--- config.mk ---
export PLATFORM = sky130hd
export DESIGN_NAME = fpsubber_flat
export DESIGN_NICKNAME = d
export VERILOG_FILES = /design/src/rtl/fp_pkg.sv /design/src/rtl/fpsubber_if.sv /design/src/rtl/fp_lzc.sv /design/src/rtl/fpsubber.sv /design/src/flat_wrapper.sv
export SDC_FILE = /design/constraint.sdc
export NUM_CORES = 1
export LEC_CHECK = 0
export BUFFER_PORTS_ARGS = -buffer_cell sky130_fd_sc_hd__buf_2
export CORE_ASPECT_RATIO = 0.9
export CORE_UTILIZATION = 55
export DETAILED_ROUTE_END_ITERATION = 16
export HOLD_SLACK_MARGIN = 0.06
export PLACE_DENSITY = 0.73
export REMOVE_ABC_BUFFERS = 1
export SLEW_MARGIN = 15
export SYNTH_ARGS = -nofsm -noshare
export SYNTH_HDL_FRONTEND = slang
export SYNTH_SLANG_ARGS = --single-unit
--- constraint.sdc ---
create_clock -name clock -period 14.5 [get_ports clock]
set_input_delay 2.9 -clock clock [delete_from_list [all_inputs] [get_ports clock]]
set_output_delay 2.9 -clock clock [all_outputs]
set_load 0.005 [all_outputs]
--- src/rtl/fp_pkg.sv ---
// Shared single-precision definitions for the fpadder/fpsubber datapaths:
// field widths, the canonical quiet NaN, FSM states and the unpacked-operand record.
package fp_pkg;

  localparam int EXP_W   = 8;
  localparam int MAN_W   = 23;
  localparam int GRS_W   = 3;
  localparam int BIAS    = 127;
  localparam int EXP_MAX = 2 * BIAS + 1;
  localparam logic [31:0] QNAN = 32'h7FC0_0000;

  typedef enum logic [2:0] {
    IDLE,
    UNPACK,
    ALIGN,
    ADDSUB,
    NORM,
    ROUND
  } state_t;

  typedef struct packed {
    logic             sign;
    logic [EXP_W-1:0] exp;
    logic [MAN_W:0]   man;
    logic             is_zero;
    logic             is_inf;
    logic             is_nan;
  } fp_unpacked_t;

  // Denormals flush to zero; the hidden bit is only set for normal numbers.
  function automatic fp_unpacked_t fp_unpack(input logic [31:0] v, input logic negate);
    fp_unpacked_t u;
    u.sign    = v[31] ^ negate;
    u.exp     = v[MAN_W+EXP_W-1:MAN_W];
    u.is_zero = (u.exp == '0);
    u.is_inf  = (u.exp == '1) && (v[MAN_W-1:0] == '0);
    u.is_nan  = (u.exp == '1) && (v[MAN_W-1:0] != '0);
    u.man     = u.is_zero ? '0 : {1'b1, v[MAN_W-1:0]};
    return u;
  endfunction

endpackage

--- src/rtl/fpsubber_if.sv ---
// Operand/result/ready bus shared by the fp add/subtract units.
interface fpsubber_if;
  logic        start;
  logic [31:0] a;
  logic [31:0] b;
  logic        busy;
  logic [31:0] diff;
  logic        ready;

  modport master (output start, a, b, input busy, diff, ready);
  modport slave  (input start, a, b, output busy, diff, ready);
endinterface

--- src/rtl/fp_lzc.sv ---
// Combinational 28-bit leading-zero counter; an all-zero input reports 28.
module fp_lzc (
  input  logic [27:0] value,
  output logic [4:0]  count
);
  always_comb begin
    count = 5'd28;
    for (int i = 0; i < 28; i++) begin
      if (value[i]) count = 5'(27 - i);
    end
  end
endmodule

--- src/rtl/fpsubber.sv ---
// Multi-cycle IEEE-754 single-precision subtractor, diff = a - b.
// state | meaning: IDLE wait start | UNPACK split fields | ALIGN swap+shift | ADDSUB magnitudes | NORM normalise | ROUND RNE, publish
module fpsubber
  import fp_pkg::*;
(
  input  logic      clock,
  input  logic      reset,
  fpsubber_if.slave bus
);
  localparam int MW = MAN_W + 1 + GRS_W;
  localparam logic [EXP_W-1:0]  SHIFT_MAX = EXP_W'(MW);
  localparam logic signed [9:0] EXP_LIM   = 10'(EXP_MAX);

  state_t state, state_nxt;

  logic [31:0]      a_r, b_r;
  fp_unpacked_t     ua_r, ub_r;
  logic             spec_r;
  logic [31:0]      spec_val_r;
  logic             sx_r, sy_r;
  logic [EXP_W-1:0] ex_r;
  logic [MW-1:0]    mx_r, my_r;
  logic             sign_r, eff_sub_r;
  logic [9:0]       exp_r, nexp_r;
  logic [MW:0]      sum_r;
  logic [MW-1:0]    nman_r;
  logic             zero_r;
  logic             busy_r, ready_r;
  logic [31:0]      diff_r;

  always_ff @(posedge clock) begin
    if (reset) state <= IDLE;
    else       state <= state_nxt;
  end

  always_comb begin
    state_nxt = state;
    case (state)
      IDLE:    if (bus.start) state_nxt = UNPACK;
      UNPACK:  state_nxt = ALIGN;
      ALIGN:   state_nxt = ADDSUB;
      ADDSUB:  state_nxt = NORM;
      NORM:    state_nxt = ROUND;
      ROUND:   state_nxt = IDLE;
      default: state_nxt = IDLE;
    endcase
  end

  // Specials: ub_r already carries the inverted sign of b.
  logic        spec_n;
  logic [31:0] spec_val_n;
  always_comb begin
    spec_n     = ua_r.is_nan | ub_r.is_nan | ua_r.is_inf | ub_r.is_inf;
    spec_val_n = QNAN;
    if (ua_r.is_nan || ub_r.is_nan)                            spec_val_n = QNAN;
    else if (ua_r.is_inf && ub_r.is_inf && ua_r.sign != ub_r.sign) spec_val_n = QNAN;
    else if (ua_r.is_inf) spec_val_n = {ua_r.sign, {EXP_W{1'b1}}, {MAN_W{1'b0}}};
    else                  spec_val_n = {ub_r.sign, {EXP_W{1'b1}}, {MAN_W{1'b0}}};
  end

  // Alignment: the larger magnitude becomes X; equal magnitudes keep a as X.
  logic             x_is_a, sx_n, sy_n;
  logic [EXP_W-1:0] ex_n, ey_n, ediff;
  logic [MW-1:0]    mx_n, y_ext, y_sh, y_al;
  always_comb begin
    x_is_a = {ua_r.exp, ua_r.man} >= {ub_r.exp, ub_r.man};
    sx_n   = x_is_a ? ua_r.sign : ub_r.sign;
    sy_n   = x_is_a ? ub_r.sign : ua_r.sign;
    ex_n   = x_is_a ? ua_r.exp  : ub_r.exp;
    ey_n   = x_is_a ? ub_r.exp  : ua_r.exp;
    mx_n   = x_is_a ? (ua_r.is_zero ? '0 : {ua_r.man, {GRS_W{1'b0}}})
                    : (ub_r.is_zero ? '0 : {ub_r.man, {GRS_W{1'b0}}});
    y_ext  = x_is_a ? (ub_r.is_zero ? '0 : {ub_r.man, {GRS_W{1'b0}}})
                    : (ua_r.is_zero ? '0 : {ua_r.man, {GRS_W{1'b0}}});
    ediff  = ex_n - ey_n;
    y_sh   = '0;
    if (ediff >= SHIFT_MAX) begin
      y_al = {{(MW-1){1'b0}}, |y_ext};
    end else begin
      y_sh = y_ext >> ediff;
      y_al = {y_sh[MW-1:1], y_sh[0] | (|(y_ext & ~({MW{1'b1}} << ediff)))};
    end
  end

  logic [MW:0] sum_n;
  assign sum_n = (sx_r != sy_r) ? ({1'b0, mx_r} - {1'b0, my_r})
                                : ({1'b0, mx_r} + {1'b0, my_r});

  logic [4:0]    lz;
  logic [MW-1:0] nman_n;
  logic [9:0]    nexp_n;

  fp_lzc u_lzc (
    .value (sum_r),
    .count (lz)
  );

  always_comb begin
    if (sum_r[MW]) begin
      nman_n = {sum_r[MW:2], sum_r[1] | sum_r[0]};
      nexp_n = exp_r + 10'd1;
    end else begin
      nman_n = sum_r[MW-1:0] << (lz - 5'd1);
      nexp_n = exp_r - 10'(lz) + 10'd1;
    end
  end

  // Round to nearest even on the guard bit; a mantissa carry renormalises.
  logic              round_up;
  logic [MAN_W+1:0]  rman;
  logic [MAN_W-1:0]  frac;
  logic [9:0]        rexp;
  logic [31:0]       result_n;
  always_comb begin
    round_up = nman_r[GRS_W-1] & ((|nman_r[GRS_W-2:0]) | nman_r[GRS_W]);
    rman     = {1'b0, nman_r[MW-1:GRS_W]} + (MAN_W+2)'(round_up);
    if (rman[MAN_W+1]) begin
      frac = rman[MAN_W:1];
      rexp = nexp_r + 10'd1;
    end else begin
      frac = rman[MAN_W-1:0];
      rexp = nexp_r;
    end
    if (spec_r)                      result_n = spec_val_r;
    else if (zero_r)                 result_n = {sign_r & ~eff_sub_r, 31'b0};
    else if ($signed(rexp) >= EXP_LIM) result_n = {sign_r, {EXP_W{1'b1}}, {MAN_W{1'b0}}};
    else if ($signed(rexp) < 10'sd1)   result_n = {sign_r, 31'b0};
    else                             result_n = {sign_r, rexp[EXP_W-1:0], frac};
  end

  always_ff @(posedge clock) begin
    case (state)
      IDLE: if (bus.start) begin
        a_r <= bus.a;
        b_r <= bus.b;
      end
      UNPACK: begin
        ua_r <= fp_unpack(a_r, 1'b0);
        ub_r <= fp_unpack(b_r, 1'b1);
      end
      ALIGN: begin
        spec_r     <= spec_n;
        spec_val_r <= spec_val_n;
        sx_r       <= sx_n;
        sy_r       <= sy_n;
        ex_r       <= ex_n;
        mx_r       <= mx_n;
        my_r       <= y_al;
      end
      ADDSUB: begin
        sign_r    <= sx_r;
        eff_sub_r <= sx_r ^ sy_r;
        exp_r     <= {2'b00, ex_r};
        sum_r     <= sum_n;
      end
      NORM: begin
        nman_r <= nman_n;
        nexp_r <= nexp_n;
        zero_r <= (sum_r == '0);
      end
      default: ;
    endcase
  end

  always_ff @(posedge clock) begin
    if (reset) begin
      busy_r  <= 1'b0;
      ready_r <= 1'b0;
      diff_r  <= '0;
    end else begin
      ready_r <= 1'b0;
      if (state == IDLE && bus.start) busy_r <= 1'b1;
      if (state == ROUND) begin
        busy_r  <= 1'b0;
        ready_r <= 1'b1;
        diff_r  <= result_n;
      end
    end
  end

  assign bus.busy  = busy_r;
  assign bus.ready = ready_r;
  assign bus.diff  = diff_r;

endmodule

--- src/flat_wrapper.sv ---
// flat-port wrapper written by rule: the top's interface ports become plain ports
module fpsubber_flat import fp_pkg::*;
  (clock, reset, bus_start, bus_a, bus_b, bus_busy, bus_diff, bus_ready);
  fpsubber_if bus_i ();
  input  logic clock;
  input  logic reset;
  input wire logic [$bits(bus_i.start)-1:0] bus_start;
  input wire logic [$bits(bus_i.a)-1:0] bus_a;
  input wire logic [$bits(bus_i.b)-1:0] bus_b;
  output wire logic [$bits(bus_i.busy)-1:0] bus_busy;
  output wire logic [$bits(bus_i.diff)-1:0] bus_diff;
  output wire logic [$bits(bus_i.ready)-1:0] bus_ready;
  assign bus_i.start = bus_start;
  assign bus_i.a = bus_a;
  assign bus_i.b = bus_b;
  assign bus_busy = bus_i.busy;
  assign bus_diff = bus_i.diff;
  assign bus_ready = bus_i.ready;
  fpsubber u_core (.clock(clock), .reset(reset), .bus(bus_i));
endmodule
After elaboration in Yosys (flattened, before gate mapping)

Cells that the tools add are included.

Add/subtract/negate cells: 9
Magnitude comparators: 4
Bitwise gates (word level): 13
Reduce and logical (&&, ||, !) cells: 22
Shifts and indexed selects: 3
Eq/ne operators: 10
Mux-type cells: 52

Operators by type and width:

| kind                                              | number |
|---|---|
| 2-to-1 mux 5 bit                                  | 27 |
| 2-to-1 mux 27 bit                                 | 4 |
| 2-to-1 mux 32 bit                                 | 3 |
| 2-to-1 mux 31 bit                                 | 2 |
| OR reduction 27 bit                               | 2 |
| 2-to-1 mux 24 bit                                 | 2 |
| zero test 23 bit                                  | 2 |
| nonzero test 23 bit                               | 2 |
| >= comparator 32 bit                              | 1 |
| adder 27 x 27 -> 28 bit                           | 1 |
| zero test 28 bit                                  | 1 |
| 2-to-1 mux 28 bit                                 | 1 |
| subtractor 27 x 27 -> 28 bit                      | 1 |
| bitwise AND 27 bit                                | 1 |
| NOT 27 bit                                        | 1 |
| left shift 27 x 5 -> 27 bit                       | 1 |
| left shift 27 x 8 -> 27 bit, first input constant | 1 |
| right shift 27 x 8 -> 27 bit                      | 1 |
| 2-to-1 mux 26 bit                                 | 1 |
| adder 24 x 1 -> 25 bit                            | 1 |
| 2-to-1 mux 23 bit                                 | 1 |
| adder 10 x 1 -> 10 bit, second input constant     | 2 |
| 2-to-1 mux 10 bit                                 | 2 |
| equality test 8 bit, second input constant        | 2 |
| other kinds (26)                                  | 50 |

Flip-flop bits (word level): 346

Logic depth before layout (Yosys ltp)

Gate-level depths: netlist (run 1).

Word-level depth: 31
Mapped depth: 26

Modules after synthesis

From an unflattened synthesis (run 1), not the netlist that was laid out.

Cells, all modules: 1932
Area total of the unflattened synthesis: 19299.8 µm²

Modules (own cells, without submodules):

| module   | times used | cells each | area each (µm²) | seq. area each (µm²) |
|---|---|---|---|---|
| fpsubber | 1          | 1872       | 18963.2         | 9028.7 |
| fp_lzc   | 1          | 60         | 336.6           | 0.0 |

Worst setup path after synthesis (run 1)

OpenSTA, ideal clock, no wires.

Path type: in2reg
From: in bus_start
To: reg u_core.a_r[0], enable pin
Stages: 1
Slack: 4365 ps
Library setup time: 670 ps
Buffers on the path: 0
Arrival time: 9465 ps
Required time: 13830 ps
Cells stage by stage: nor4b_1

Cells in the longest elaborated chain, start to end: 1

RTL lines:

| what                                 | line              | RTL |
|---|---|---|
| from (decl)                          | flat_wrapper.sv:7 | `input wire logic [$bits(bus_i.start)-1:0] bus_start;` |
| AND reduction 2 bit (no source line) | -                 |  |
| to (signal assigned)                 | fpsubber.sv:134   | `a_r <= bus.a;` |
| to (decl)                            | fpsubber.sv:16    | `logic [31:0] a_r, b_r;` |

No other way between the ends.
A chain may end at the register's enable or synchronous reset.

Worst setup path in the final report (run 1)

From: reg u_core.ua_r[27] in the netlist's numbering
To: reg u_core.my_r[0] (data pin)

Cells in the longest elaborated chain, start to end: 9
Elaborated cells on any way between the ends: 14
Classes of those cells: 1 x add/sub; 2 x order compare; 2 x shift; 4 x mux; 3 x bitwise; 2 x reduce/logical

RTL lines:

| what                                | line                           | RTL |
|---|---|---|
| from (decl)                         | fpsubber.sv:17                 | `fp_unpacked_t ua_r, ub_r;` |
| from (signal assigned)              | fpsubber.sv:138                | `ua_r <= fp_unpack(a_r, 1'b0);` |
| >= comparator 32 bit                | fpsubber.sv:66                 | `x_is_a = {ua_r.exp, ua_r.man} >= {ub_r.exp, ub_r.man};` |
| 2-to-1 mux 8 bit (on tied branches) | fpsubber.sv:69, fpsubber.sv:70 |  |
| subtractor 8 bit                    | fpsubber.sv:75                 | `ediff = ex_n - ey_n;` |
| left shift 27 x 8 -> 27 bit         | fpsubber.sv:81                 | `y_al = {y_sh[MW-1:1], y_sh[0] \| (\|(y_ext & ~({MW{1'b1}} << ediff)))};` |
| NOT 27 bit                          | fpsubber.sv:81                 |  |
| bitwise AND 27 bit                  | fpsubber.sv:81                 |  |
| OR reduction 27 bit                 | fpsubber.sv:81                 |  |
| bitwise OR 1 bit                    | fpsubber.sv:81                 |  |
| 2-to-1 mux 1 bit (*)                | fpsubber.sv:77                 | `if (ediff >= SHIFT_MAX) begin` |
| via u_core.y_al[0]                  | fpsubber.sv:64                 | `logic [MW-1:0] mx_n, y_ext, y_sh, y_al;` |
| to (signal assigned)                | fpsubber.sv:148                | `my_r <= y_al;` |
| to (decl)                           | fpsubber.sv:22                 | `logic [MW-1:0] mx_r, my_r;` |

Mark *: on every way through the listed nets, which the timed path passes. The rest lies on a longest branch.

==> summary.md, run 1 <==
| Metric | Value |
|---|---|
| Final core occ | 62.1% |
| GRT Overall Usage | 25.2% |
| Slew @ Worst Pin | 1.03 ns |
| VDD IR max | 0.108 mV |
| Startpoint Class | register |
| # hold bufs at CTS | 0 |
| Htree depth | 2 |
| Max stage delay cell, worst path | ha_1 |
| CP Capture Type | register |
| Drt total wl | 44600 um |
| Wire length of the first global-routing pass | 70500 um |
| Hold_sp | u_core.ex_r[3]$_DFFE_PP_ |
| Final Worst Setup Slack | 8.48 ns |
| P&R area growth vs syn | 10.9% |
| DIE WIDTH | 198 um |
| Outcome | completed |
| Port Buffers | 100 |
| Vias per Instance | 5.96 |
| WL/cell | 18.2 um |
| Clk sinks | 313 |
| Initial core utilization | 56.0% |
| FF-to-FF path depth | 19 |
| Longest Clk Path Bufs | 3 |
| Residual DRC count | 0 |
| DRT antenna net count | 0 |
| # fillers | 2825 |
| Leakage | 8.00 nW |
| IO Pins | 101 |
| Setup total negative slack | 0 ns |
| Antenna violations before repair | 0 |
| Tcrit/Tclk final | 41.5% |
| R2R Path End | u_core.my_r[0]$_DFFE_PP_ |
| Final setup vio count | 0 |
| Post-CTS Setup Repair Bufs | 0 |
| Post_cts resized | 0 |
| DRT Pass-1 Iters | 5 |
| Worst Hold Depth | 0 |
| Async S/R FF share, synth | 0% |
| Post-synth cell types | 88 |
| Mapped cell area | 0.0191 sq mm |
| Layout cells sized above 1 | 12.2% |
| Number of synthesized flops with an enable pin | 276 |
| Largest net degree at the start of global routing | 73 |
| Gate Count Post-Synth | 1886 |
| Post-layout net count | 2097 |
| Worst-path fanout max | 68 |
| Syn_area_per_cell | 10.1 sq um |
| Max-Cap Viols | 0 |
| Flop2flop setup slack | 8.48 ns |
| Ys Warns | 0 |
| Min Clock Period, post-route | 6.02 ns |
| Via count | 14600 |
| CTS tree | yes |
| Worst Clk Skew | 0.0133 ns |
| Clk Latency, worst-skew pair | 0.54 ns |
| Commonest cells after routing, fill and taps aside | edfxtp_1 (276), nand2_1 (209), nor2_1 (149), mux2i_1 (112), o21ai_0 (109) |
| Cts bufs inserted | 34 |
| Placer congestion estimate | 0.930 |
| Core Area | 0.0341 sq mm |
| Crit Reg-Reg Startpoint | u_core.ua_r[27]$_DFFE_PP_ |
| Critical Path RT | 14.79 ns |
| Most used flip-flop cell after synthesis | edfxtp_1 |
| Fmax | 0.166 GHz |
| Setup Crit Path Kind | register to register |
| Worst hold slack | 0.413 ns |
| Arrival time worst endpoint | 6.30 ns |
| ANT cells | 0 |
| Bufs and invs on worst path | 2 |
| Reg clk slew, reported paths | 0.06 ns |
| Post-synthesis sequential area ratio | 47.2% |
| GRT Residual Overflow | 0 |
| Pre-CTS setup slack | 8.58 ns |
| DR iter-0 viols | 1014 |
| Top Family by Delay on Critical Path | compound AO/OA/AOI/OAI gates |
| Worst-case hold path end point | u_core.exp_r[3]$_DFFE_PN_ |
| PwrDens | 131 mW/mm^2 |
| Crit-path cells | ha_1 > nand2_1 > a2111oi_0 > o22ai_1 > and2_1 > o21ai_4 > buf_4 > nor2_1 > a21oi_1 > ha_1 > inv_1 > o311a_1 > nor3b_1 > nor3_2 > xor2_2 > nand3_1 > o21ba_2 > o21ai_0 > a31oi_1 |
| Root Driver | clkbuf_16 |
| Vias in the first global route | 13900 |
| Slew headroom | 31.2% |
| Commonest non-fill, non-tap cell in the layout | edfxtp_1 |
| Die area | 0.0355 sq mm |
| RSZ-0062 raised after global routing | no |
| Worst hold path type | register to register |
| Dpl hpwl | 34100 um |
| Synth Register Bits | 313 |
| Fin. max-slew vios | 0 |
| Critical path's most frequent cell | ha_1 |
| Rows | 64 |
| CP max stage delay | 1.00 ns |
| Fin. Hold Viols | 0 |
| Die Span Y | 179 um |
-- metrics by stage --
stage,power [mW],cell area [sq um],instances
global placement,1.91,20100,2386
finish,2.77,21200,2447
global route,2.90,21200,2447
detailed placement,1.92,20100,2386
floorplan,1.71,18800,1801
CTS,2.77,21200,2447
-- how the worst max path moves through the flow --
stage / start / end / slack, ns / depth (start not counted)
5_1_grt: u_core.ua_r[27]$_DFFE_PP_ / u_core.my_r[0]$_DFFE_PP_ / 7.94 / 19
2_1_floorplan: bus_start / u_core.a_r[0]$_DFFE_PP_ / 4.36 / 1
6_report: u_core.ua_r[27]$_DFFE_PP_ / u_core.my_r[0]$_DFFE_PP_ / 8.48 / 19
3_5_place_dp: u_core.ua_r[27]$_DFFE_PP_ / u_core.my_r[0]$_DFFE_PP_ / 8.58 / 19
4_1_cts: u_core.ua_r[27]$_DFFE_PP_ / u_core.my_r[0]$_DFFE_PP_ / 8.56 / 19
3_3_place_gp: u_core.ua_r[27]$_DFFE_PP_ / u_core.my_r[0]$_DFFE_PP_ / 8.87 / 20
-- state kept, by name (all words and copies together), names as in the netlist, 2 cells and up --
register	cells
u_core.state	3
u_core.spec_val_r	2
u_core.nexp_r	10
u_core.nman_r	27
u_core.ex_r	8
u_core.ub_r	36
u_core.b_r	32
u_core.bus.diff	32
u_core.exp_r	8
u_core.sum_r	28
u_core.mx_r	24
u_core.my_r	27
u_core.ua_r	36
u_core.a_r	32
-- per-layer routing --
metal,global-route usage [%],vias to the layer above,share of wire [%]
met5,0,-,0
met4,9.10,0,3.2
met3,3.24,92,4.7
met2,44.9,432,50
met1,31.3,6916,43
li1,-,7145,-
-- synthesized netlist by cell type, types with 13 or more instances --
cell type  instances  area share, %
dfxtp_1           37            3.9
nor2b_1           31            1.0
mux2_2            19            1.1
mux2i_1          112            5.9
nor3_1            39            1.0
o21ai_0          109            2.9
buf_1             14           0.28
nor2_1           149            2.9
and3_1            14           0.46
o21ai_1           19           0.50
and2_1            57            1.9
nand2_1          209            4.1
xnor2_1           55            2.5
a21oi_1           89            2.3
edfxtp_1         276             43
xor2_1            42            1.9
nand3_1           46            1.2
or3_1             18           0.59
nand4_1           20           0.65
o21a_1            15           0.59
ha_1              69            4.5
a21o_1            13           0.51
a31oi_1           16           0.52
clkbuf_1          53            1.0
inv_1             73            1.4
a211oi_1          16           0.63
nor4_1            22           0.72
nand2b_1          41            1.3
-- report_power, final --
part	leakage, nW	switching (mW)	total [mW]	internal [mW]
Sequential	2.84	0.0454	1.13	1.08
Clock	0.542	0.353	0.859	0.506
Combinational	4.62	0.484	0.784	0.300
-- cell families (layout without fill, tap and decap cells) --
kind of cell / count (synthesis) / after routing / share of synthesized area (%)
multiplexers: 143 / 143 / 8.40
buffers and inverters: 160 / 259 / 3.34
XOR/XNOR: 99 / 99 / 4.62
AO/OA/AOI/OAI: 411 / 411 / 13.9
flip-flops: 313 / 313 / 47.2
AND/OR/NAND/NOR: 690 / 690 / 17.8
adder cells (fa/ha/maj): 70 / 70 / 4.62
-- cell type report --
cell class	count	area [sq um]	share of cell area, %
Sequential cell	313	9030	42.6
Timing Repair Buffer	123	673	3.18
Clock buffer	38	866	4.09
Tap cell	462	578	2.73
Clock inverter	23	240	1.13
Inverter	75	282	1.33
Multi-Input combinational cell	1413	9520	44.9
No activity file was read; power rests on OpenSTA's default activity.
==> inputs of run 2 (changes only) <==
Settings changed: PLACE_DENSITY 0.73 to 0.76.
Clock period 14.5 ns to 5.45 ns, I/O delays scaled along.
==> run 2 against run 1 <==
  * Register-to-register slack lost 8.1 ns
  * Flip-flop and latch count stayed put
  * Global-route usage is 0.90 points higher
  * Largest cell class unchanged
  * Sequential share of layout area down 0.22 points
  * Critical endpoint unchanged
==> summary.md, run 2 (synthesis gave the netlist of run 1 again) <==
| Metric | Value |
|---|---|
| Layout cells sized above 1 | 12.9% (was 12.2%) |
| CTS tree | yes (unchanged) |
| Tcrit/Tclk final | 92.5% (was 41.5%) |
| Post-CTS Setup Repair Bufs | 0 (unchanged) |
| Die area | 0.0355 sq mm (unchanged) |
| Worst Clk Skew | 0.0189 ns (was 0.0133 ns) |
| Final setup vio count | 0 (unchanged) |
| Fmax | 0.198 GHz (was 0.166 GHz) |
| Wire length of the first global-routing pass | 71900 um (was 70500 um) |
| Worst Hold Depth | 0 (unchanged) |
| Placer congestion estimate | 0.906 (was 0.930) |
| Outcome | completed (unchanged) |
| Post_cts resized | 0 (unchanged) |
| # hold bufs at CTS | 0 (unchanged) |
| CP Capture Type | register (unchanged) |
| Top Family by Delay on Critical Path | compound AO/OA/AOI/OAI gates (unchanged) |
| Critical path depth in cells | 19 (unchanged) |
| RSZ-0062 raised after global routing | no (unchanged) |
| Drt total wl | 45600 um (was 44600 um) |
| Fin. Hold Viols | 0 (unchanged) |
| Worst-path fanout max | 20 (was 68) |
| Final Worst Setup Slack | 0.409 ns (was 8.48 ns) |
| Setup Crit Path Kind | register to register (unchanged) |
| Worst hold slack | 0.415 ns (was 0.413 ns) |
| Max stage delay cell, worst path | ha_1 (unchanged) |
| Crit-path cells | inv_1 > ha_1 > nand4_1 > a2111oi_0 > o22ai_1 > and2_1 > o21ai_4 > nor2_1 > a21oi_1 > ha_1 > inv_1 > o221a_2 > and3_1 > a211o_1 > nand3_1 > a21oi_1 > o41ai_1 > and4_1 > a31oi_1 (was ha_1 > nand2_1 > a2111oi_0 > o22ai_1 > and2_1 > o21ai_4 > buf_4 > nor2_1 > a21oi_1 > ha_1 > inv_1 > o311a_1 > nor3b_1 > nor3_2 > xor2_2 > nand3_1 > o21ba_2 > o21ai_0 > a31oi_1) |
| Min Clock Period, post-route | 5.04 ns (was 6.02 ns) |
| Commonest cells after routing, fill and taps aside | edfxtp_1 (276), nand2_1 (209), nor2_1 (149), mux2i_1 (112), o21ai_0 (109) (unchanged) |
| Via count | 14500 (was 14600) |
| IO Pins | 101 (unchanged) |
| Htree depth | 2 (unchanged) |
| VDD IR max | 0.412 mV (was 0.108 mV) |
| Slew @ Worst Pin | 1.03 ns (about the same) |
| Leakage | 8.06 nW (was 8.00 nW) |
| Fin. max-slew vios | 0 (unchanged) |
| GRT Overall Usage | 26.1% (was 25.2%) |
| Arrival time worst endpoint | 5.32 ns (was 6.30 ns) |
| GRT Residual Overflow | 0 (unchanged) |
| Largest net degree at the start of global routing | 73 (unchanged) |
| Regs by FF count | u_core.ua_r x36, u_core.ub_r x36 (unchanged) |
| WL/cell | 18.5 um (was 18.2 um) |
| DIE WIDTH | 198 um (unchanged) |
| Slew headroom | 31.0% (was 31.2%) |
| Startpoint Class | register (unchanged) |
| P&R area growth vs syn | 11.5% (was 10.9%) |
| Vias per Instance | 5.90 (was 5.96) |
| Clk sinks | 313 (unchanged) |
| Final Power | 7.38 mW (was 2.77 mW) |
| Post-layout net count | 2111 (was 2097) |
| Cts bufs inserted | 34 (unchanged) |
| DRT antenna net count | 0 (unchanged) |
| Setup total negative slack | 0 ns (unchanged) |
| Commonest non-fill, non-tap cell in the layout | edfxtp_1 (unchanged) |
| FF-to-FF path depth | 19 (unchanged) |
| ANT cells | 0 (unchanged) |
| Reg clk slew, reported paths | 0.07 ns (was 0.06 ns) |
| CP max stage delay | 0.51 ns (was 1.00 ns) |
| Vias in the first global route | 13800 (was 13900) |
| Clk Latency, worst-skew pair | 0.54 ns (about the same) |
| Antenna violations before repair | 0 (unchanged) |
| Residual DRC count | 0 (unchanged) |
| PwrDens | 347 mW/mm^2 (was 131 mW/mm^2) |
| DRT Pass-1 Iters | 6 (was 5) |
| Critical Path RT | 5.73 ns (was 14.79 ns) |
| Worst hold path type | register to register (unchanged) |
| Root Driver | clkbuf_16 (unchanged) |
| Rows | 64 (unchanged) |
| Final Non-Filler Cells | 2462 (was 2447) |
| Port Buffers | 100 (unchanged) |
| DR iter-0 viols | 997 (was 1014) |
| Placed insts | 2400 (was 2386) |
| Bufs and invs on worst path | 2 (unchanged) |
| Dpl hpwl | 35300 um (was 34100 um) |
| Initial core utilization | 56.0% (unchanged) |
| Max-Cap Viols | 0 (unchanged) |
| Pre-CTS setup slack | 0.508 ns (was 8.58 ns) |
| Core Area | 0.0341 sq mm (unchanged) |
| Longest Clk Path Bufs | 3 (unchanged) |
| Die Span Y | 179 um (unchanged) |
==> run 2: cell types whose count changed in the layout (fill, tap and decap cells not counted), moves of 2 or more <==
cell        delta
clkinvlp_4     +2
bufinv_16      -2
buf_4         +13
clkbuf_8       +3
==> run 2: path summary, 6_finish.rpt <==
kind / startpoint / end / slack [ns]
worst max-delay path: u_core.ub_r[29]$_DFFE_PP_ / u_core.my_r[0]$_DFFE_PP_ / 0.41
worst min-delay path: u_core.ex_r[3]$_DFFE_PP_ / u_core.exp_r[3]$_DFFE_PN_ / 0.42
worst max register to register: u_core.ub_r[29]$_DFFE_PP_ / u_core.my_r[0]$_DFFE_PP_ / 0.41
worst min register to register: u_core.ex_r[3]$_DFFE_PP_ / u_core.exp_r[3]$_DFFE_PN_ / 0.42
==> run 2: area by class of cell <==
class / count / area, sq um
tap: 462 / 578
timing repair buffer: 137 / 791
multi-input combinational: 1413 / 9530
fill: 2829 / 12800
clock inverter: 21 / 184
sequential: 313 / 9030
clock buffer: 41 / 907
inverter: 75 / 282
==> run 2: stage by stage <==
| stage | instance area, sq um | utilization, % |
|---|---|---|
| after CTS | 21300 | 62.4 |
| final | 21300 | 62.4 |
| after global routing | 21300 | 62.4 |
| after global placement | 20200 | 59.2 |
| after floorplan | 18800 | - |
| after detailed placement | 20200 | 59.2 |
==> run 2: metal layers <==
layer	GRT usage, %	part of all wire [%]	vias up
met1	32.8	42	6867
met2	45.2	49	407
met4	11.1	3.8	0
met3	3.52	4.7	100
li1	-	-	7157
met5	0	0	-
==> run 2: power breakdown <==
part / switching [mW] / internal, mW / total (mW)
Clock: 0.927 / 1.30 / 2.22
Sequential: 0.124 / 2.87 / 3.00
Combinational: 1.32 / 0.842 / 2.16
Total: 2.37 / 5.01 / 7.38
==> run 2: worst register-to-register path: cells and delay by family, from the launching register on <==
family,cells,cell delay [ns]
DFF,1,0.39
and+or+nand+nor,6,1.47
adders and majority gates,2,0.68
buffers and inverters,2,0.16
AOI/OAI and AO/OA,9,2.09
==> inputs of run 3 (changes only) <==
Settings changed: CAP_MARGIN from default to 20, REMOVE_ABC_BUFFERS 1 to default.
==> run 3 against run 2 <==
  * Global-route usage grew 0.41 points
  * Clock skew about the same
  * Clock power about the same
  * Hold slack improved by 0.0019 ns
  * Total power rose by 0.17%
  * Critical path depth is 3 lower
  * Critical path type unchanged
==> summary.md, run 3 (synthesis gave the netlist of run 1 again) <==
| Metric | Value |
|---|---|
| Clk Latency, worst-skew pair | 0.52 ns (was 0.54 ns) |
| Crit Reg-Reg Startpoint | u_core.ub_r[29]$_DFFE_PP_ (unchanged) |
| Design area | 0.0213 sq mm (about the same) |
| FF-to-FF path depth | 16 (was 19) |
| Hold_sp | u_core.a_r[31]$_DFFE_PP_ (was u_core.ex_r[3]$_DFFE_PP_) |
| # fillers | 2800 (was 2829) |
| PwrDens | 347 mW/mm^2 (about the same) |
| Largest net degree at the start of global routing | 73 (unchanged) |
| Worst Clk Skew | 0.0184 ns (was 0.0189 ns) |
| Slew headroom | 41.5% (was 31.0%) |
| WL/cell | 19.1 um (was 18.5 um) |
| Tcrit/Tclk final | 92.0% (was 92.5%) |
| Layout cells sized above 1 | 12.8% (was 12.9%) |
| Setup Crit Path Kind | register to register (unchanged) |
| Antenna violations before repair | 1 (was 0) |
| Dpl hpwl | 36100 um (was 35300 um) |
| R2R Path End | u_core.my_r[0]$_DFFE_PP_ (unchanged) |
| Die area | 0.0355 sq mm (unchanged) |
| DRT antenna net count | 0 (unchanged) |
| Worst-case hold path end point | u_core.ua_r[35]$_DFFE_PP_ (was u_core.exp_r[3]$_DFFE_PN_) |
| Arrival time worst endpoint | 5.27 ns (was 5.32 ns) |
| Flop2flop setup slack | 0.43 ns (was 0.41 ns) |
| Root Driver | clkbuf_16 (unchanged) |
| Commonest cells after routing, fill and taps aside | edfxtp_1 (276), nand2_1 (209), nor2_1 (149), mux2i_1 (112), o21ai_0 (109) (unchanged) |
| Residual DRC count | 0 (unchanged) |
| Fin. Hold Viols | 0 (unchanged) |
| Worst hold path type | register to register (unchanged) |
| Rows | 64 (unchanged) |
| CTS tree | yes (unchanged) |
| Commonest non-fill, non-tap cell in the layout | edfxtp_1 (unchanged) |
| Fin. max-slew vios | 0 (unchanged) |
| Clk sinks | 313 (unchanged) |
| DRT Pass-1 Iters | 6 (unchanged) |
| Vias in the first global route | 13900 (was 13800) |
| Min Clock Period, post-route | 5.02 ns (was 5.04 ns) |
| Htree depth | 2 (unchanged) |
| Startpoint Class | register (unchanged) |
| RSZ-0062 raised after global routing | no (unchanged) |
| DIE WIDTH | 198 um (unchanged) |
| Port Buffers | 100 (unchanged) |
| Placer congestion estimate | 0.935 (was 0.906) |
| Mapped Nets | 2023 |
| VDD IR max | 0.247 mV (was 0.412 mV) |
| Outcome | completed (unchanged) |
| GRT Overall Usage | 26.5% (was 26.1%) |
| Setup total negative slack | 0 ns (unchanged) |
| Via count | 14800 (was 14500) |
| Regs by FF count | u_core.ua_r x36, u_core.ub_r x36 (unchanged) |
| Slew @ Worst Pin | 0.878 ns (was 1.03 ns) |
| Wire length of the first global-routing pass | 73700 um (was 71900 um) |
| Drt total wl | 47000 um (was 45600 um) |
| CP Capture Type | register (unchanged) |
| Critical Path RT | 5.70 ns (was 5.73 ns) |
| Die Span Y | 179 um (unchanged) |
| Fmax | 0.199 GHz (was 0.198 GHz) |
| Placed insts | 2403 (was 2400) |
| Worst-path fanout max | 21 (was 20) |
| Core Area | 0.0341 sq mm (unchanged) |
| # hold bufs at CTS | 0 (unchanged) |
| DP Area | 0.0202 sq mm (about the same) |
| Max-Cap Viols | 0 (unchanged) |
| Final core occ | 62.5% (was 62.4%) |
| Leakage | 8.06 nW (about the same) |
| Final setup vio count | 0 (unchanged) |
| Final Power | 7.39 mW (was 7.38 mW) |
| Post-layout net count | 2114 (was 2111) |
| Final Non-Filler Cells | 2465 (was 2462) |
| Worst Hold Depth | 0 (unchanged) |
| Reg clk slew, reported paths | 0.06 ns (was 0.07 ns) |
| DR iter-0 viols | 1207 (was 997) |
| P&R area growth vs syn | 11.5% (about the same) |
| Vias per Instance | 6.01 (was 5.90) |
| Longest Clk Path Bufs | 3 (unchanged) |
| Initial core utilization | 56.0% (unchanged) |
| GRT Residual Overflow | 0 (unchanged) |
| IO Pins | 101 (unchanged) |
| Cts bufs inserted | 34 (unchanged) |
run 3: changes by cell type in the layout (fill, tap and decap cells not counted), moves of 2 or more:
cell,change
clkbuf_1,+5
buf_4,+4
clkbuf_8,-2
clkinv_2,-2
inv_6,-2
nand3_1,-2
nand3_2,+2
run 3: cell type report:
cell class              count  area, sq um  share of cell area [%]
diodes                      1         2.50                  0.0117
clock buffers              45          923                    4.33
clock inverters            16          145                   0.681
inverters                  75          282                    1.32
multi-input cells        1413         9550                    44.8
flip-flops and latches    313         9030                    42.4
well taps                 462          578                    2.71
repair buffers            140          801                    3.76
run 3: worst max-delay path by stage:
| stage | endpoint | slack [ns] | start |
|---|---|---|---|
| after floorplan | u_core.a_r[0]$_DFFE_PP_ | 0.26 | bus_start |
| after global placement | u_core.my_r[0]$_DFFE_PP_ | 0.60 | u_core.ub_r[29]$_DFFE_PP_ |
| after detailed placement | u_core.my_r[0]$_DFFE_PP_ | 0.39 | u_core.ub_r[29]$_DFFE_PP_ |
| after CTS | u_core.my_r[0]$_DFFE_PP_ | 0.40 | u_core.ub_r[29]$_DFFE_PP_ |
| after global routing | u_core.my_r[14]$_SDFFCE_PP0P_ | 0.04 | u_core.ub_r[29]$_DFFE_PP_ |
| final | u_core.my_r[0]$_DFFE_PP_ | 0.43 | u_core.ub_r[29]$_DFFE_PP_ |
run 3: per-stage QoR:
stage | setup slack (ns) | hold WS (ns)
after global routing | 0.0354 | 0.425
final | 0.433 | 0.417
after detailed placement | 0.389 | 0.406
after global placement | 0.605 | 0.401
after floorplan | 0.261 | 0.400
after CTS | 0.398 | 0.419
run 3: repair_timing:
item | 4_1_cts | 5_1_grt
setup endpoints to repair | 0 | 3
buffers inserted | 0 | 0
resized for setup | 0 | 2
run 3: critical path, stage by stage, from the launching register on:
cell	delay, ns
edfxtp_1	0.39
inv_1	0.09
ha_1	0.52
nand4_1	0.27
a2111oi_0	0.41
o22ai_1	0.19
and2_1	0.24
o21ai_4	0.22
nor2_1	0.11
a21oi_1	0.17
ha_1	0.43
buf_4	0.26
a2111oi_0	0.47
o221ai_1	0.22
o41ai_1	0.42
and4_1	0.26
a31oi_1	0.08
run 3: metal layers:
layer  part of all wire [%]  global-route usage (%)
met1                     46                    37.4
met5                      0                       0
met3                    5.6                    3.59
met4                    2.0                    7.12
met2                     46                    43.0
run 3: report_power, final:
group | internal, mW | switching (mW)
clock network | 1.30 | 0.908
logic | 0.843 | 1.35
registers | 2.87 | 0.127
